$ cat config.mk
export PLATFORM = sky130hd
export DESIGN_NAME = ghost_mode_ctrl
export DESIGN_NICKNAME = d
export VERILOG_FILES = /design/src/rtl/ghost_mode_ctrl.sv
export SDC_FILE = /design/constraint.sdc
export NUM_CORES = 1
export LEC_CHECK = 0
export ABC_CLOCK_PERIOD_IN_PS = 4950
export BUFFER_PORTS_ARGS = -buffer_cell sky130_fd_sc_hd__buf_2
export CORE_ASPECT_RATIO = 0.8
export CORE_UTILIZATION = 55
export CTS_BUF_LIST = sky130_fd_sc_hd__clkbuf_8
export DETAILED_ROUTE_END_ITERATION = 7
export PLACE_DENSITY = 0.74
export SLEW_MARGIN = 20
export SYNTH_ARGS = -nofsm -noshare
export SYNTH_HDL_FRONTEND = slang
export SYNTH_SLANG_ARGS = --single-unit
$ cat constraint.sdc
create_clock -name clk -period 4.95 [get_ports clk]
set_clock_uncertainty 0.05 [all_clocks]
set_input_delay 0.2475 -clock clk [delete_from_list [all_inputs] [get_ports clk]]
set_output_delay 0.2475 -clock clk [all_outputs]
set_load 0.05 [all_outputs]
$ cat src/rtl/ghost_mode_ctrl.sv
// rtl/ghost_mode_ctrl.sv - global scatter/chase schedule with frightened-mode overlay
// Counts frame ticks per phase; an energizer freezes the schedule until fright expires.
module ghost_mode_ctrl #(
  parameter int unsigned SCATTER1      = 420,
  parameter int unsigned CHASE1        = 1200,
  parameter int unsigned SCATTER2      = 420,
  parameter int unsigned CHASE2        = 1200,
  parameter int unsigned SCATTER3      = 300,
  parameter int unsigned CHASE3        = 1200,
  parameter int unsigned SCATTER4      = 300,
  parameter int unsigned FRIGHT_FRAMES = 360,
  parameter int unsigned FLASH_FRAMES  = 120,
  parameter int unsigned CNT_W         = 11
) (
  input  logic       clk,
  input  logic       reset,
  input  logic       frame_tick,
  input  logic       restart,
  input  logic       energizer_eaten,
  output logic       isChase,
  output logic       isScatter,
  output logic       isFrightened,
  output logic       fright_flash,
  output logic       reverse,
  output logic [2:0] phase
);

  localparam logic [CNT_W-1:0] CNT_ONE    = CNT_W'(1);
  localparam logic [CNT_W-1:0] FRIGHT_LD  = CNT_W'(FRIGHT_FRAMES);
  localparam logic [CNT_W-1:0] FLASH_LIM  = CNT_W'(FLASH_FRAMES);
  localparam logic             FRIGHT_ON  = (FRIGHT_FRAMES != 0);

  logic [2:0]       phase_q, phase_d;
  logic [CNT_W-1:0] phase_cnt_q, phase_cnt_d;
  logic [CNT_W-1:0] fright_cnt_q, fright_cnt_d;
  logic             fright_q, fright_d;
  logic             flash_q, flash_d;
  logic             chase_q, chase_d;
  logic             scatter_q, scatter_d;
  logic             reverse_q, reverse_d;
  logic             energize;

  // Last count value of each phase; phase 7 never ends so its entry is unused.
  function automatic logic [CNT_W-1:0] last_cnt(input logic [2:0] p);
    case (p)
      3'd0:    return CNT_W'(SCATTER1 - 1);
      3'd1:    return CNT_W'(CHASE1 - 1);
      3'd2:    return CNT_W'(SCATTER2 - 1);
      3'd3:    return CNT_W'(CHASE2 - 1);
      3'd4:    return CNT_W'(SCATTER3 - 1);
      3'd5:    return CNT_W'(CHASE3 - 1);
      3'd6:    return CNT_W'(SCATTER4 - 1);
      default: return '0;
    endcase
  endfunction

  assign energize = energizer_eaten && FRIGHT_ON;

  always_comb begin
    phase_d      = phase_q;
    phase_cnt_d  = phase_cnt_q;
    fright_d     = fright_q;
    fright_cnt_d = fright_cnt_q;
    reverse_d    = 1'b0;
    if (restart) begin
      phase_d      = '0;
      phase_cnt_d  = '0;
      fright_d     = 1'b0;
      fright_cnt_d = '0;
    end else if (energize) begin
      // Takes priority over a coinciding phase end or fright expiry.
      fright_d     = 1'b1;
      fright_cnt_d = FRIGHT_LD;
      reverse_d    = 1'b1;
    end else if (fright_q) begin
      if (frame_tick) begin
        fright_cnt_d = fright_cnt_q - CNT_ONE;
        if (fright_cnt_q == CNT_ONE) fright_d = 1'b0;
      end
    end else if (frame_tick && phase_q != 3'd7) begin
      if (phase_cnt_q == last_cnt(phase_q)) begin
        phase_d     = phase_q + 3'd1;
        phase_cnt_d = '0;
        reverse_d   = 1'b1;
      end else begin
        phase_cnt_d = phase_cnt_q + CNT_ONE;
      end
    end
    flash_d   = fright_d && (fright_cnt_d <= FLASH_LIM);
    chase_d   = !fright_d && phase_d[0];
    scatter_d = !fright_d && !phase_d[0];
  end

  always_ff @(posedge clk or negedge reset) begin
    if (!reset) begin
      phase_q      <= '0;
      phase_cnt_q  <= '0;
      fright_cnt_q <= '0;
      fright_q     <= 1'b0;
      flash_q      <= 1'b0;
      chase_q      <= 1'b0;
      scatter_q    <= 1'b1;
      reverse_q    <= 1'b0;
    end else begin
      phase_q      <= phase_d;
      phase_cnt_q  <= phase_cnt_d;
      fright_cnt_q <= fright_cnt_d;
      fright_q     <= fright_d;
      flash_q      <= flash_d;
      chase_q      <= chase_d;
      scatter_q    <= scatter_d;
      reverse_q    <= reverse_d;
    end
  end

  assign isChase      = chase_q;
  assign isScatter    = scatter_q;
  assign isFrightened = fright_q;
  assign fright_flash = flash_q;
  assign reverse      = reverse_q;
  assign phase        = phase_q;

endmodule

==> reports/metrics.json <==
{
  "yosys": {
    "syn_area_per_cell_um2": 9.87,
    "ys_async_sr_fraction_pct": 100,
    "post-synth-top-area-fraction_pct": 41.3,
    "synth.distinct_cells": 48,
    "dominant_combinational_cell_family_by_area_after_synthesis": "simple AND/OR/NAND/NOR gates",
    "compound_cell_area_share_of_the_yosys_netlist_pct": 15.3,
    "synthCells": 178,
    "syn-num-nets": 191,
    "synth_area_um2": 1760,
    "main_flop_type_after_synthesis": "dfrtp_1",
    "synth.largest_area_cell": "dfrtp_1",
    "synth-simple-area-share_pct": 22.4,
    "ys_ff_latch": 30,
    "yosys.area_share.xor_xnor_pct": 8.97,
    "synth_top_cells_by_area": "dfrtp_1 (41%), xor2_1 (7.0%), ha_1 (5.7%)",
    "post_synth_adder_cell_area_pct": 5.70,
    "synth_mux_area_share_pct": 1.71,
    "synth_warnings": 0,
    "synth_enable_flop_cells": 0,
    "ys_seq_area_share_pct": 42.8
  },
  "timing": {
    "slew-limit-headroom_pct": 50.7,
    "rsz0062_at_grt": "no",
    "finalHoldWorstSlack_ns": 0.208,
    "setup_viol": 0,
    "final_hold_violations": 0,
    "clock.fmax_mhz": 366,
    "drv_slew": 0,
    "setup_total_negative_slack_ns": 0,
    "finalWorstPathRequiredPeriod_ns": 2.73,
    "min_period_over_period_pct": 55.1,
    "max_slew.worst_pin.slew_ns": 0.737
  },
  "setup_path": {
    "timing.critical_path.arrival_ns": 2.86,
    "crit_cells": 8,
    "ff2ff_setup_slack_ns": 2.22,
    "timing.critical_path.from_type": "register",
    "crit_buf_inv": 1,
    "worst_setup_ep": "phase_cnt_q[8]",
    "r2r_path_start": "phase[0]",
    "worstPathRequired_ns": 5.08,
    "timing.critical_path.cells": "inv_1 -> ha_1 -> or3_4 -> a2111oi_4 -> o221ai_2 -> a21oi_1 -> o31ai_1 -> a21o_1",
    "slowest_stage": "a21oi_1",
    "endpoint_kind_of_the_worst_setup_timing_path": "register",
    "worst_reg2reg_path_endpoint": "phase_cnt_q[8]",
    "critPathMaxFanout": 6,
    "crit_path_start": "phase[0]",
    "worst_r2r_path_depth": 8,
    "cp_top_family": "compound AO/OA/AOI/OAI gates",
    "crit_type": "reg -> reg",
    "cp_slowest_stage_delay_ns": 0.44
  },
  "floorplanning": {
    "die_w_um": 65.2,
    "die_h_um": 52.6,
    "boundaryPins": 13,
    "start_util_pct": 60.7,
    "number_of_rows_in_the_core_area": 17,
    "total_die_area_um2": 3430,
    "core_area_um2": 2890
  },
  "pwr": {
    "total_power_mw": 0.513,
    "vdd.ir_drop.worst_uv": 191,
    "sequentialPowerShare_pct": 50.6,
    "switching_power_mw": 0.134,
    "p_sw_share_pct": 26.2,
    "share_clk_of_total_power_pct": 39.1,
    "static-leakage-power_nw": 0.859,
    "pwr_density_cell_nw_per_um2": 265,
    "internal-power_mw": 0.379,
    "p_comb_share_pct": 10.3
  },
  "cts": {
    "tritoncts": "done",
    "numCtsBuffers": 5,
    "cts_htree_levels": 2,
    "clock_sinks": 30,
    "worst_setup_hold_path_clk_slew_ns": 0.06,
    "cts_setup_buffers": 0,
    "clkLatencyLatePin_ns": 0.28,
    "clock-root-buffer": "clkbuf_8",
    "clockBufferDepth": 2
  },
  "global_route": {
    "globalRouteMet2Util_pct": 37.6,
    "grt_start_max_net_pins": 31,
    "first_global_vias": 1311,
    "grt.met3_usage_pct": 7.17,
    "gr_overflow_total": 0,
    "track_usage_pct": 26.0,
    "grt_pass1_wl_um": 6370,
    "grtUsageMet1_pct": 36.2,
    "initial_antenna_violation_count": 0,
    "grt_busiest_layer": "met2"
  },
  "placed_design": {
    "post-place-cells": 223,
    "gp_congestion": 0.987,
    "number_of_port_buffers": 12,
    "place_hpwl_um": 2700
  },
  "final_layout": {
    "filler_cell_count": 254,
    "finish.utilization_pct": 67.0,
    "final_cell_count_no_fill": 232,
    "n_antenna_cell": 0,
    "most-common-layout-cells": "dfrtp_1 (29), nor2_1 (26), xor2_1 (14)",
    "layout.cells.most_common": "dfrtp_1",
    "post_route_cells_drive_above_1_share_pct": 14.4,
    "layout-area-overhead-vs-synth_pct": 10.3,
    "finalNetCount": 206
  },
  "worst_hold_path": {
    "hp-class": "in -> reg"
  },
  "route": {
    "routed_wl_um": 3870,
    "routed_wire_length_per_instance_um": 16.7,
    "drt_pass1_iterations": 4,
    "post-route-drc-count": 0,
    "drtAntennaViolNets": 0,
    "first_iter_violations": 100,
    "detailroute.via_count": 1401,
    "routed_via_density": 6.04
  },
  "run_status": {
    "run_status": "finished, final reports clean"
  },
  "run": {
    "max_cap_viol_count": 0
  }
}
## metrics by stage
stage                     setup slack [ns]  instance area (um^2)
final                                 2.22                  1940
after global routing                  2.05                  1940
after CTS                             2.23                  1940
after detailed placement              2.25                  1840
after global placement                2.34                  1840
after floorplan                       2.12                  1760
## cell families after synthesis
group	after synthesis
AO/OA/AOI/OAI	33
XOR/XNOR	18
adder cells (fa/ha/maj)	8
buffers and inverters	12
flip-flops	30
multiplexers	3
AND/OR/NAND/NOR	74
## sequential cells by signal, summed over array words and instances, names as in the netlist
name	count
phase_cnt_q	11
fright_flash	1
isScatter	1
phase	3
isFrightened	1
isChase	1
reverse	1
fright_cnt_q	11
## cell type report
type                       count  area [um^2]  area share, %
multi-input combinational    136          951           49.1
sequential                    30          752           38.8
clock buffer                   6         82.6           4.26
timing repair buffer          13         70.1           3.62
tap                           38         47.5           2.45
inverter                       7         26.3           1.36
clock inverter                 2         8.76          0.452
## what timing repair did
| action | 4_1_cts | 5_1_grt |
|---|---|---|
| gates resized for setup | 0 | 0 |
| hold buffers | 1 | 0 |
| hold endpoints to repair | 29 | 0 |
| endpoints found under the setup margin | 0 | 0 |
## layer usage
layer	vias to the layer above	wire, um
li1	669	-
met4	0	62
met3	8	267
met2	47	1660
met5	-	0
met1	677	1880
## worst reg2reg max path: stages, from the launching register on
cell and delay, ns:
dfrtp_1 0.42, inv_1 0.12, ha_1 0.27, or3_4 0.41
a2111oi_4 0.36, o221ai_2 0.18, a21oi_1 0.44, o31ai_1 0.17
a21o_1 0.19
## Yosys cell counts, drive strengths merged (3+ instances only)
| master | instances |
|---|---|
| xnor2 | 4 |
| a211oi | 3 |
| a21oi | 9 |
| or3 | 3 |
| ha | 8 |
| a21o | 3 |
| inv | 7 |
| nand2 | 11 |
| dfrtp | 29 |
| nor2 | 26 |
| or2 | 3 |
| nand3 | 4 |
| mux2i | 3 |
| clkbuf | 3 |
| xor2 | 14 |
| nand4 | 6 |
| and3 | 5 |
| o21ai | 5 |
## power by group through the flow
stage          combinational [mW]  sequential [mW]  clock [mW]
6_report                   0.0529            0.260       0.200
4_1_cts                    0.0527            0.259       0.207
3_5_place_dp               0.0515            0.264           0
5_1_grt                    0.0584            0.260       0.216
3_3_place_gp               0.0504            0.263           0
2_1_floorplan              0.0294            0.268           0
## how the worst min path moves through the flow
stage                     startpoint               to  slack [ns]  cells after the start
after floorplan                reset  fright_cnt_q[0]        -0.1                      0
after global placement         reset  fright_cnt_q[2]        0.26                      1
after detailed placement       reset  fright_cnt_q[2]        0.28                      1
after CTS                 frame_tick  fright_cnt_q[1]        0.19                      2
after global routing      frame_tick  fright_cnt_q[1]        0.20                      2
final                     frame_tick  fright_cnt_q[1]        0.21                      2
Note: power is estimated with default switching activity, not from simulation.
